$ cat src/rtl/mem_arbiter.sv
// Two-port memory arbiter: round-robin or fixed-priority grant, one transaction
// at a time through IDLE -> ISSUE -> WAIT -> RESP, with a busy timeout in WAIT.
module mem_arbiter #(
  parameter int unsigned ADDR_W     = 32,
  parameter int unsigned DATA_W     = 32,
  parameter int unsigned TIMEOUT    = 255,
  parameter int unsigned FIXED_PRIO = 0
) (
  input  logic              clk,
  input  logic              reset,
  input  logic              p0_ld,
  input  logic              p0_wr,
  input  logic [2:0]        p0_mt,
  input  logic [ADDR_W-1:0] p0_addr,
  input  logic [DATA_W-1:0] p0_wdata,
  output logic [DATA_W-1:0] p0_rdata,
  output logic              p0_done,
  output logic              p0_err,
  output logic              p0_grant,
  input  logic              p1_ld,
  input  logic              p1_wr,
  input  logic [2:0]        p1_mt,
  input  logic [ADDR_W-1:0] p1_addr,
  input  logic [DATA_W-1:0] p1_wdata,
  output logic [DATA_W-1:0] p1_rdata,
  output logic              p1_done,
  output logic              p1_err,
  output logic              p1_grant,
  output logic [ADDR_W-1:0] mem_addr,
  output logic              mem_ld,
  output logic              mem_wr,
  output logic [2:0]        mem_mt,
  output logic [DATA_W-1:0] mem_data_input,
  input  logic [DATA_W-1:0] mem_data_output,
  input  logic              mem_busy,
  output logic              timeout_flag
);

  localparam int unsigned CNT_W = (TIMEOUT > 0) ? $clog2(TIMEOUT + 1) : 1;

  typedef enum logic [1:0] {
    S_IDLE,
    S_ISSUE,
    S_WAIT,
    S_RESP
  } state_t;

  state_t              state_q, state_d;
  logic                owner_q, owner_d;
  logic                last_grant_q, last_grant_d;
  logic                op_wr_q, op_wr_d;
  logic [ADDR_W-1:0]   addr_q, addr_d;
  logic [2:0]          mt_q, mt_d;
  logic [DATA_W-1:0]   wdata_q, wdata_d;
  logic [CNT_W-1:0]    cnt_q, cnt_d;
  logic [CNT_W-1:0]    cnt_inc;
  logic                err_pend_q, err_pend_d;
  logic                tflag_q, tflag_d;
  logic [DATA_W-1:0]   rdata0_q, rdata0_d;
  logic [DATA_W-1:0]   rdata1_q, rdata1_d;
  logic                req0, req1, pick;

  assign req0 = p0_ld | p0_wr;
  assign req1 = p1_ld | p1_wr;

  always_ff @(posedge clk or posedge reset) begin
    if (reset) begin
      state_q      <= S_IDLE;
      owner_q      <= 1'b0;
      last_grant_q <= 1'b1;
      op_wr_q      <= 1'b0;
      addr_q       <= '0;
      mt_q         <= '0;
      wdata_q      <= '0;
      cnt_q        <= '0;
      err_pend_q   <= 1'b0;
      tflag_q      <= 1'b0;
      rdata0_q     <= '0;
      rdata1_q     <= '0;
    end else begin
      state_q      <= state_d;
      owner_q      <= owner_d;
      last_grant_q <= last_grant_d;
      op_wr_q      <= op_wr_d;
      addr_q       <= addr_d;
      mt_q         <= mt_d;
      wdata_q      <= wdata_d;
      cnt_q        <= cnt_d;
      err_pend_q   <= err_pend_d;
      tflag_q      <= tflag_d;
      rdata0_q     <= rdata0_d;
      rdata1_q     <= rdata1_d;
    end
  end

  always_comb begin
    state_d      = state_q;
    owner_d      = owner_q;
    last_grant_d = last_grant_q;
    op_wr_d      = op_wr_q;
    addr_d       = addr_q;
    mt_d         = mt_q;
    wdata_d      = wdata_q;
    cnt_d        = cnt_q;
    err_pend_d   = err_pend_q;
    tflag_d      = tflag_q;
    rdata0_d     = rdata0_q;
    rdata1_d     = rdata1_q;
    cnt_inc      = cnt_q + CNT_W'(1);

    // On a tie, round-robin hands the grant to the port that did not have it last.
    if (req0 && req1) begin
      pick = (FIXED_PRIO != 0) ? 1'b0 : ~last_grant_q;
    end else begin
      pick = req1;
    end

    unique case (state_q)
      S_IDLE: begin
        if (req0 || req1) begin
          owner_d      = pick;
          last_grant_d = pick;
          op_wr_d      = pick ? p1_wr    : p0_wr;
          addr_d       = pick ? p1_addr  : p0_addr;
          mt_d         = pick ? p1_mt    : p0_mt;
          wdata_d      = pick ? p1_wdata : p0_wdata;
          state_d      = S_ISSUE;
        end
      end
      S_ISSUE: begin
        state_d = S_WAIT;
      end
      S_WAIT: begin
        if (!mem_busy) begin
          if (!op_wr_q) begin
            if (owner_q) rdata1_d = mem_data_output;
            else         rdata0_d = mem_data_output;
          end
          state_d = S_RESP;
        end else begin
          cnt_d = cnt_inc;
          // Abort on the TIMEOUT-th busy cycle, counting the current one.
          if ((TIMEOUT != 0) && (cnt_inc == CNT_W'(TIMEOUT))) begin
            err_pend_d = 1'b1;
            tflag_d    = 1'b1;
            state_d    = S_RESP;
          end
        end
      end
      S_RESP: begin
        cnt_d      = '0;
        err_pend_d = 1'b0;
        state_d    = S_IDLE;
      end
      default: state_d = S_IDLE;
    endcase
  end

  assign p0_grant       = (state_q != S_IDLE) && !owner_q;
  assign p1_grant       = (state_q != S_IDLE) &&  owner_q;
  assign p0_done        = (state_q == S_RESP) && !owner_q;
  assign p1_done        = (state_q == S_RESP) &&  owner_q;
  assign p0_err         = p0_done && err_pend_q;
  assign p1_err         = p1_done && err_pend_q;
  assign p0_rdata       = rdata0_q;
  assign p1_rdata       = rdata1_q;
  assign mem_ld         = (state_q == S_ISSUE) && !op_wr_q;
  assign mem_wr         = (state_q == S_ISSUE) &&  op_wr_q;
  assign mem_addr       = addr_q;
  assign mem_mt         = mt_q;
  assign mem_data_input = wdata_q;
  assign timeout_flag   = tflag_q;

endmodule

$ cat config.mk
export PLATFORM = sky130hd
export DESIGN_NAME = mem_arbiter
export DESIGN_NICKNAME = d
export VERILOG_FILES = /design/src/rtl/mem_arbiter.sv
export SDC_FILE = /design/constraint.sdc
export NUM_CORES = 1
export LEC_CHECK = 0
export CAP_MARGIN = 10
export CORE_MARGIN = 10
export CORE_UTILIZATION = 45
export CTS_CLUSTER_SIZE = 10
export DETAILED_ROUTE_END_ITERATION = 12
export PLACE_DENSITY = 0.95
export SLEW_MARGIN = 20
export SYNTH_ARGS = -nofsm -noshare
export SYNTH_HDL_FRONTEND = slang
export SYNTH_SLANG_ARGS = --single-unit
$ cat constraint.sdc
create_clock -name clk -period 7.6 [get_ports clk]
set_clock_uncertainty 0.15 [all_clocks]
set_input_delay 1.52 -clock clk [delete_from_list [all_inputs] [get_ports clk]]
set_output_delay 1.52 -clock clk [all_outputs]
set_load 0.02 [all_outputs]
==> results.env, run 1 <==
POWER_LEAKAGE_nW=4.47
SYNTHTOLAYOUTAREAGROWTH_PCT=56.9
POST_DRT_VIA_CELL_RATIO=5.24
NUMPLACEDINSTANCES=1012
SYNTH.YOSYS.SEQ_AREA_SHARE=0.554
DIE_AREA_MM2=0.0199
POSTSYNTHNETCOUNT=729
ROUTE.DETAILED.WL_PER_INST_UM=20.9
POSTROUTEWIRELENGTH_MM=21.8
HOLD_CLASS='reg -> reg'
CRITPATHMAXFANOUT=125
CORE.ROWCOUNT=44
CLK-INSERTION-DELAY-LATE_NS=0.41
TOP_LEVEL_PORTS=313
MAPPEDNETLISTAREA_MM2=0.00660
POST_SYNTH_INST_COUNT=550
GRT_OVERFLOW=0
DRC=0
HOLD_VIOL=0
GLOBALPLACE.CONGESTION=0.812
POSTLAYOUTCOREUTIL=0.718
START_KIND='input port'
TIGHTESTPINTRANSITION_NS=1.04
SYNTH.FF_LATCH_COUNT=146
FIRST_PASS_ITERS=4
REGTOREGSTARTPOINT='state_q[0]'
INSTANCES_NO_FILL=1046
FILLERS=967
CTS-BUFFERS-INSERTED=17
FLOORPLAN.INITIALDENSITY=0.457
SYNTH_CELL_TYPE_COUNT=42
PORT_BUFFERS=312
GLOBAL_ROUTE_USAGE_OVER_ALL_LAYERS=0.216
SYNTH_ASYNC_SR_FLOP_SHARE=1.00
POST-SYNTH-TOP-COUNT-CELL='sky130_fd_sc_hd__dfrtp_1'
FINAL_DESIGN_AREA_NO_FILL_MM2=0.0104
MAXIMUM_NUMBER_OF_PINS_ON_ONE_NET_BEFORE_GLOBAL_ROUTE_REPAIR=126
CLK_PATH_BUF_DEPTH=2
CTS_HOLD_BUF=0
CP-STARTPOINT='p1_wr'
NUMBER_OF_ENDPOINTS_FAILING_SETUP_AT_THE_FINAL_STAGE=0
POWER.DENSITY_mW_PER_MM2=418
CHIPWIDTH_UM=141
RSZ0062_AT_GRT='no'
SYNTH_ENABLE_FLOP_CELLS=0
WORST-SETUP-PATH-TYPE='in -> reg'
SYNTHTOPCELLSBYCOUNT='sky130_fd_sc_hd__dfrtp_1 (145), sky130_fd_sc_hd__nand2_1 (83), sky130_fd_sc_hd__mux2i_1 (73), sky130_fd_sc_hd__o21ai_0 (73), sky130_fd_sc_hd__mux2_2 (62)'
DRT_ITER0_DRC=273
H-TREE-DEPTH=4
YOSYS_WARNINGS=0
SYN_AREA_PER_CELL_UM2=12.0
MAXCAPVIOLATIONS=0
TIMING.CRITICAL_PATH.ARRIVAL_NS=3.91
ANT_NETS=0
WORST_HOLD_STARTPOINT='timeout_flag'
CTS_REPAIR_RESIZE_COUNT=0
SYNTH.AREA.TOP_CELLS='sky130_fd_sc_hd__dfrtp_1 (55%), sky130_fd_sc_hd__mux2i_1 (11%), sky130_fd_sc_hd__mux2_2 (11%)'
TIMING.MAX_SLEW.REL_SLACK=0.307
DRIVE_ABOVE_1_SHARE=0.129
CTS_TREE='built'
DESIGN.FINAL.NETS=1026
SYNTHDOMINANTAREACELLTYPE='sky130_fd_sc_hd__dfrtp_1'
FLOORPLAN.DIE.HEIGHT_UM=141
MAX_FREQ_GHz=0.261
CLOCK-SINKS=146
MIN_PERIOD_NS=3.83
NUMBER_OF_ANTENNA_VIOLATIONS_AT_THE_FIRST_CHECK_IN_GLOBAL_ROUTING=1
WIRE_LENGTH_OF_THE_FIRST_GLOBAL_ROUTING_PASS_MM=33.5
FINAL_MIN_PERIOD_OVER_CLOCK_PERIOD=0.504
CTS.CLK_SLEW.WORST_PATHS_NS=0.06
VIA_COUNT=5481
CTS.ROOT.BUFFER_CELL='sky130_fd_sc_hd__clkbuf_16'
WORST-ENDPOINT-REQUIRED_NS=7.68
FINAL_MAX_SLEW_VIOL_COUNT=0
POST_CTS.REPAIR.SETUP_BUFFERS=0
KIND_OF_END_POINT_OF_THE_CRITICAL_PATH='flip-flop'
TOTALNEGATIVESETUPSLACK_NS=0
POWER.IR.VDD_WORST_mV=0.227
SYNTH_FLOP_CELL='sky130_fd_sc_hd__dfrtp_1'
DPL-INSTANCE-AREA_MM2=0.00977
GRT_PASS1_VIAS=5890
STATUS='finished, final reports clean'
TOP_AREA_CELL_TYPE_SHARE_OF_THE_NETLIST_AREA=0.550
PLACEABLECOREAREA_MM2=0.0144
HPWLAFTERDP_MM=16.6
[flip-flops by register name (all words and copies together), names as in the netlist]
| register | cells |
|---|---|
| state_q | 2 |
| p0_rdata | 32 |
| timeout_flag | 1 |
| p1_rdata | 32 |
| err_pend_q | 1 |
| op_wr_q | 1 |
| mem_mt | 3 |
| mem_data_input | 32 |
| cnt_q | 8 |
| owner_q | 1 |
| last_grant_q | 1 |
| mem_addr | 32 |
[cell families after synthesis]
kind of cell | Yosys count | synth area share
buffers and inverters | 45 | 0.0430
AND/OR/NAND/NOR | 120 | 0.0855
AO/OA/AOI/OAI | 94 | 0.0827
flip-flops | 146 | 0.554
multiplexers | 138 | 0.222
XOR/XNOR | 1 | 0.00133
adder cells (fa/ha/maj) | 6 | 0.0114
[power by group]
part	switching, mW	internal [mW]	total, mW
clock network	0.356	0.470	0.827
registers	0.222	1.15	1.37
logic	1.12	1.02	2.13
[per-stage QoR]
step           worst slack [ns]  power (mW)  hold slack (ns)
3_5_place_dp               3.32        3.53            0.320
3_3_place_gp               3.48        3.45            0.310
5_1_grt                    3.57        4.58            0.346
2_1_floorplan              2.01        2.49            0.322
6_report                   3.77        4.33            0.325
4_1_cts                    3.77        4.38            0.333
[layout make-up]
| class | instances | area (µm²) | share of cell area |
|---|---|---|---|
| diodes | 2 | 5.00 | 0.000483 |
| clock buffers | 18 | 439 | 0.0424 |
| clock inverters | 14 | 143 | 0.0138 |
| inverters | 6 | 27.5 | 0.00266 |
| multi-input cells | 359 | 2690 | 0.260 |
| flip-flops and latches | 146 | 3650 | 0.353 |
| well taps | 184 | 230 | 0.0222 |
| repair buffers | 317 | 3160 | 0.305 |
[critical path, cell delays in order]
cell and delay [ns]:
sky130_fd_sc_hd__clkdlybuf4s50_1 0.49, sky130_fd_sc_hd__nor4_2 0.47, sky130_fd_sc_hd__nand2b_4 0.29, sky130_fd_sc_hd__buf_4 0.79
sky130_fd_sc_hd__o21ai_0 0.28
[cell usage in the layout, fill, tap and decap left out, drive strengths merged, types with 4 or more instances in the layout]
cell type and n:
clkdlybuf4s50 312, dfrtp 145, nand2 83, o21ai 74
mux2i 73, mux2 65, clkbuf 18, inv 14
nand3 8, a32o 6, ha 6, nor2b 5
nand4 5, buf 5, a21oi 4, nor2 4
o22ai 4
[path summary, 6_finish.rpt]
check / slack [ns] / depth (start not counted) / to
setup / recovery: 3.77 / 5 / mem_data_input[28]
max in group asynchronous: 4.47 / 3 / p0_rdata[23]
setup reg to reg: 4.94 / 5 / p1_rdata[13]
min in group asynchronous: 1.43 / 2 / timeout_flag
hold / removal: 0.33 / 1 / timeout_flag
hold reg to reg: 0.33 / 1 / timeout_flag
[metal layers]
layer	share of wire	routed length, µm	track usage
met1	0.35	7720	0.226
met4	0.032	708	0.0891
met3	0.10	2270	0.103
met2	0.51	11100	0.366
met5	0	0	0
Power figures use the tool's default switching activity.
==> run 2: changes to the inputs <==
--- a/config.mk
+++ b/config.mk
@@ -7,10 +7,10 @@
 export LEC_CHECK = 0
 export CAP_MARGIN = 10
 export CORE_MARGIN = 10
-export CORE_UTILIZATION = 45
+export CORE_UTILIZATION = 41
 export CTS_CLUSTER_SIZE = 10
 export DETAILED_ROUTE_END_ITERATION = 12
-export PLACE_DENSITY = 0.95
+export PLACE_DENSITY = 0.88
 export SLEW_MARGIN = 20
 export SYNTH_ARGS = -nofsm -noshare
 export SYNTH_HDL_FRONTEND = slang
==> constraint.sdc (replaced) <==
create_clock -name clk -period 3.6 [get_ports clk]
set_clock_uncertainty 0.15 [all_clocks]
set_input_delay 0.72 -clock clk [delete_from_list [all_inputs] [get_ports clk]]
set_output_delay 0.72 -clock clk [all_outputs]
set_load 0.02 [all_outputs]
==> results.env, run 2 (same netlist as run 1, synthesis figures left out) <==
POST_DRT_VIA_CELL_RATIO=4.99
FINAL_DESIGN_AREA_NO_FILL_MM2=0.0105
CTS_TREE='built'
MAXCAPVIOLATIONS=0
SYNTHTOLAYOUTAREAGROWTH_PCT=59.5
DRC=0
CLK_PATH_BUF_DEPTH=2
HOLD_CLASS='reg -> reg'
CTS_REPAIR_RESIZE_COUNT=0
MIN_PERIOD_NS=3.05
POWER.DENSITY_mW_PER_MM2=879
CTS.ROOT.BUFFER_CELL='sky130_fd_sc_hd__clkbuf_16'
HIGHEST-SIGNAL-LAYER='met4'
HOLD_VIOL=0
STATUS='finished, final reports clean'
CRITPATHMAXFANOUT=7
REGTOREGSETUPSLACK_NS=1.29
MET3_WIRELENGTH_MM=2.43
GLOBALPLACE.CONGESTION=0.815
ANT_NETS=0
CLK-INSERTION-DELAY-LATE_NS=0.42
GRT_PASS1_VIAS=6006
H-TREE-DEPTH=4
ROUTE.DETAILED.WL_PER_INST_UM=19.9
TIMING.CRITICAL_PATH.ARRIVAL_NS=2.18
CRITICAL_PATH.SLOWEST_CELL='sky130_fd_sc_hd__clkdlybuf4s50_1'
NUMBER_OF_ANTENNA_VIOLATIONS_AT_THE_FIRST_CHECK_IN_GLOBAL_ROUTING=1
WIRE_LENGTH_OF_THE_FIRST_GLOBAL_ROUTING_PASS_MM=34.1
DRIVE_ABOVE_1_SHARE=0.140
POST_CTS.REPAIR.SETUP_BUFFERS=0
GLOBAL_ROUTE_USAGE_OVER_ALL_LAYERS=0.201
WORST-ENDPOINT-REQUIRED_NS=2.73
POWER_LEAKAGE_nW=4.53
START_KIND='flip-flop'
FLOORPLAN.DIE.HEIGHT_UM=147
TOTALNEGATIVESETUPSLACK_NS=0
TOP_LEVEL_PORTS=313
ROUTED-WL-MET2_MM=11.0
PORT_BUFFERS=312
CTS.CLK_SLEW.WORST_PATHS_NS=0.06
FIRST_PASS_ITERS=4
CORE.ROWCOUNT=46
NUMBER_OF_ENDPOINTS_FAILING_SETUP_AT_THE_FINAL_STAGE=0
MET1_LENGTH_MM=7.84
CP_CELL_SEQUENCE='ha_1, inv_1, nor2_1, clkdlybuf4s50_1'
DESIGN.FINAL.NETS=1037
POWER.IR.VDD_WORST_mV=0.409
CTS_HOLD_BUF=0
POSTROUTEWIRELENGTH_MM=21.7
CHIPWIDTH_UM=147
FINALPOWER_mW=9.25
HOLD_SLACK_NS=0.327
DPL-INSTANCE-AREA_MM2=0.00994
GRT_OVERFLOW=0
KIND_OF_END_POINT_OF_THE_CRITICAL_PATH='output port'
FLOORPLAN.INITIALDENSITY=0.417
LAYOUT.CELLS.MOST_COMMON='sky130_fd_sc_hd__clkdlybuf4s50_1'
DRT_ITER0_DRC=229
MAXIMUM_NUMBER_OF_PINS_ON_ONE_NET_BEFORE_GLOBAL_ROUTE_REPAIR=83
WORST-SETUP-PATH-TYPE='reg -> out'
FINAL_MIN_PERIOD_OVER_CLOCK_PERIOD=0.847
HPWLAFTERDP_MM=17.1
PLACEABLECOREAREA_MM2=0.0158
TIMING.MAX_SLEW.REL_SLACK=0.447
MAX_FREQ_GHz=0.328
DIE_AREA_MM2=0.0216
RSZ0062_AT_GRT='no'
MOST-COMMON-LAYOUT-CELLS='sky130_fd_sc_hd__clkdlybuf4s50_1 (312), sky130_fd_sc_hd__dfrtp_1 (145), sky130_fd_sc_hd__nand2_1 (83)'
CRIT_PATH_MAX_INCR_DELAY_NS=0.65
CTS-BUFFERS-INSERTED=17
VIA_COUNT=5425
FINAL_MAX_SLEW_VIOL_COUNT=0
CLOCK-SINKS=146
TIGHTESTPINTRANSITION_NS=0.830
run 2: worst paths after layout:
path,from,to,depth (start not counted)
max,state_q[0],p0_done,4
min,mem_data_input[0],mem_data_input[0],2
max reg2reg,state_q[0],p0_rdata[26],6
min reg2reg,mem_data_input[0],mem_data_input[0],2
max in group asynchronous,reset,state_q[0],3
min in group asynchronous,reset,p1_rdata[13],3
run 2: cell type report:
type | count | area (µm²)
clock buffer | 17 | 425
timing repair buffer | 328 | 3290
tap | 216 | 270
antenna | 1 | 2.50
multi-input combinational | 359 | 2690
sequential | 146 | 3650
fill | 1208 | 5300
inverter | 6 | 26.3
clock inverter | 15 | 161
run 2: metal layers:
metal  global-route usage  up-vias
li1                     -     2553
met1                0.206     2612
met2                0.346      235
met3               0.0998       25
met4               0.0746        0
met5                    0        -
run 2: report_power, final:
part,internal (mW),switching [mW],leakage (nW)
combinational,2.22,2.36,2.43
sequential,2.43,0.469,1.82
clock,0.985,0.787,0.285
run 2: stage by stage:
step | util | setup slack [ns] | std cells
2_1_floorplan | - | 0.898 | 550
3_3_place_gp | 0.628 | 0.747 | 1055
3_5_place_dp | 0.628 | 0.694 | 1055
4_1_cts | 0.665 | 0.510 | 1087
5_1_grt | 0.665 | 0.447 | 1088
6_report | 0.665 | 0.551 | 1088
run 2: critical path: cells and delay by family (launching register included):
| kind | cells | cell delay (ns) |
|---|---|---|
| buffers and inverters | 2 | 0.86 |
| DFF | 1 | 0.41 |
| adders and majority gates | 1 | 0.34 |
| and+or+nand+nor | 1 | 0.15 |
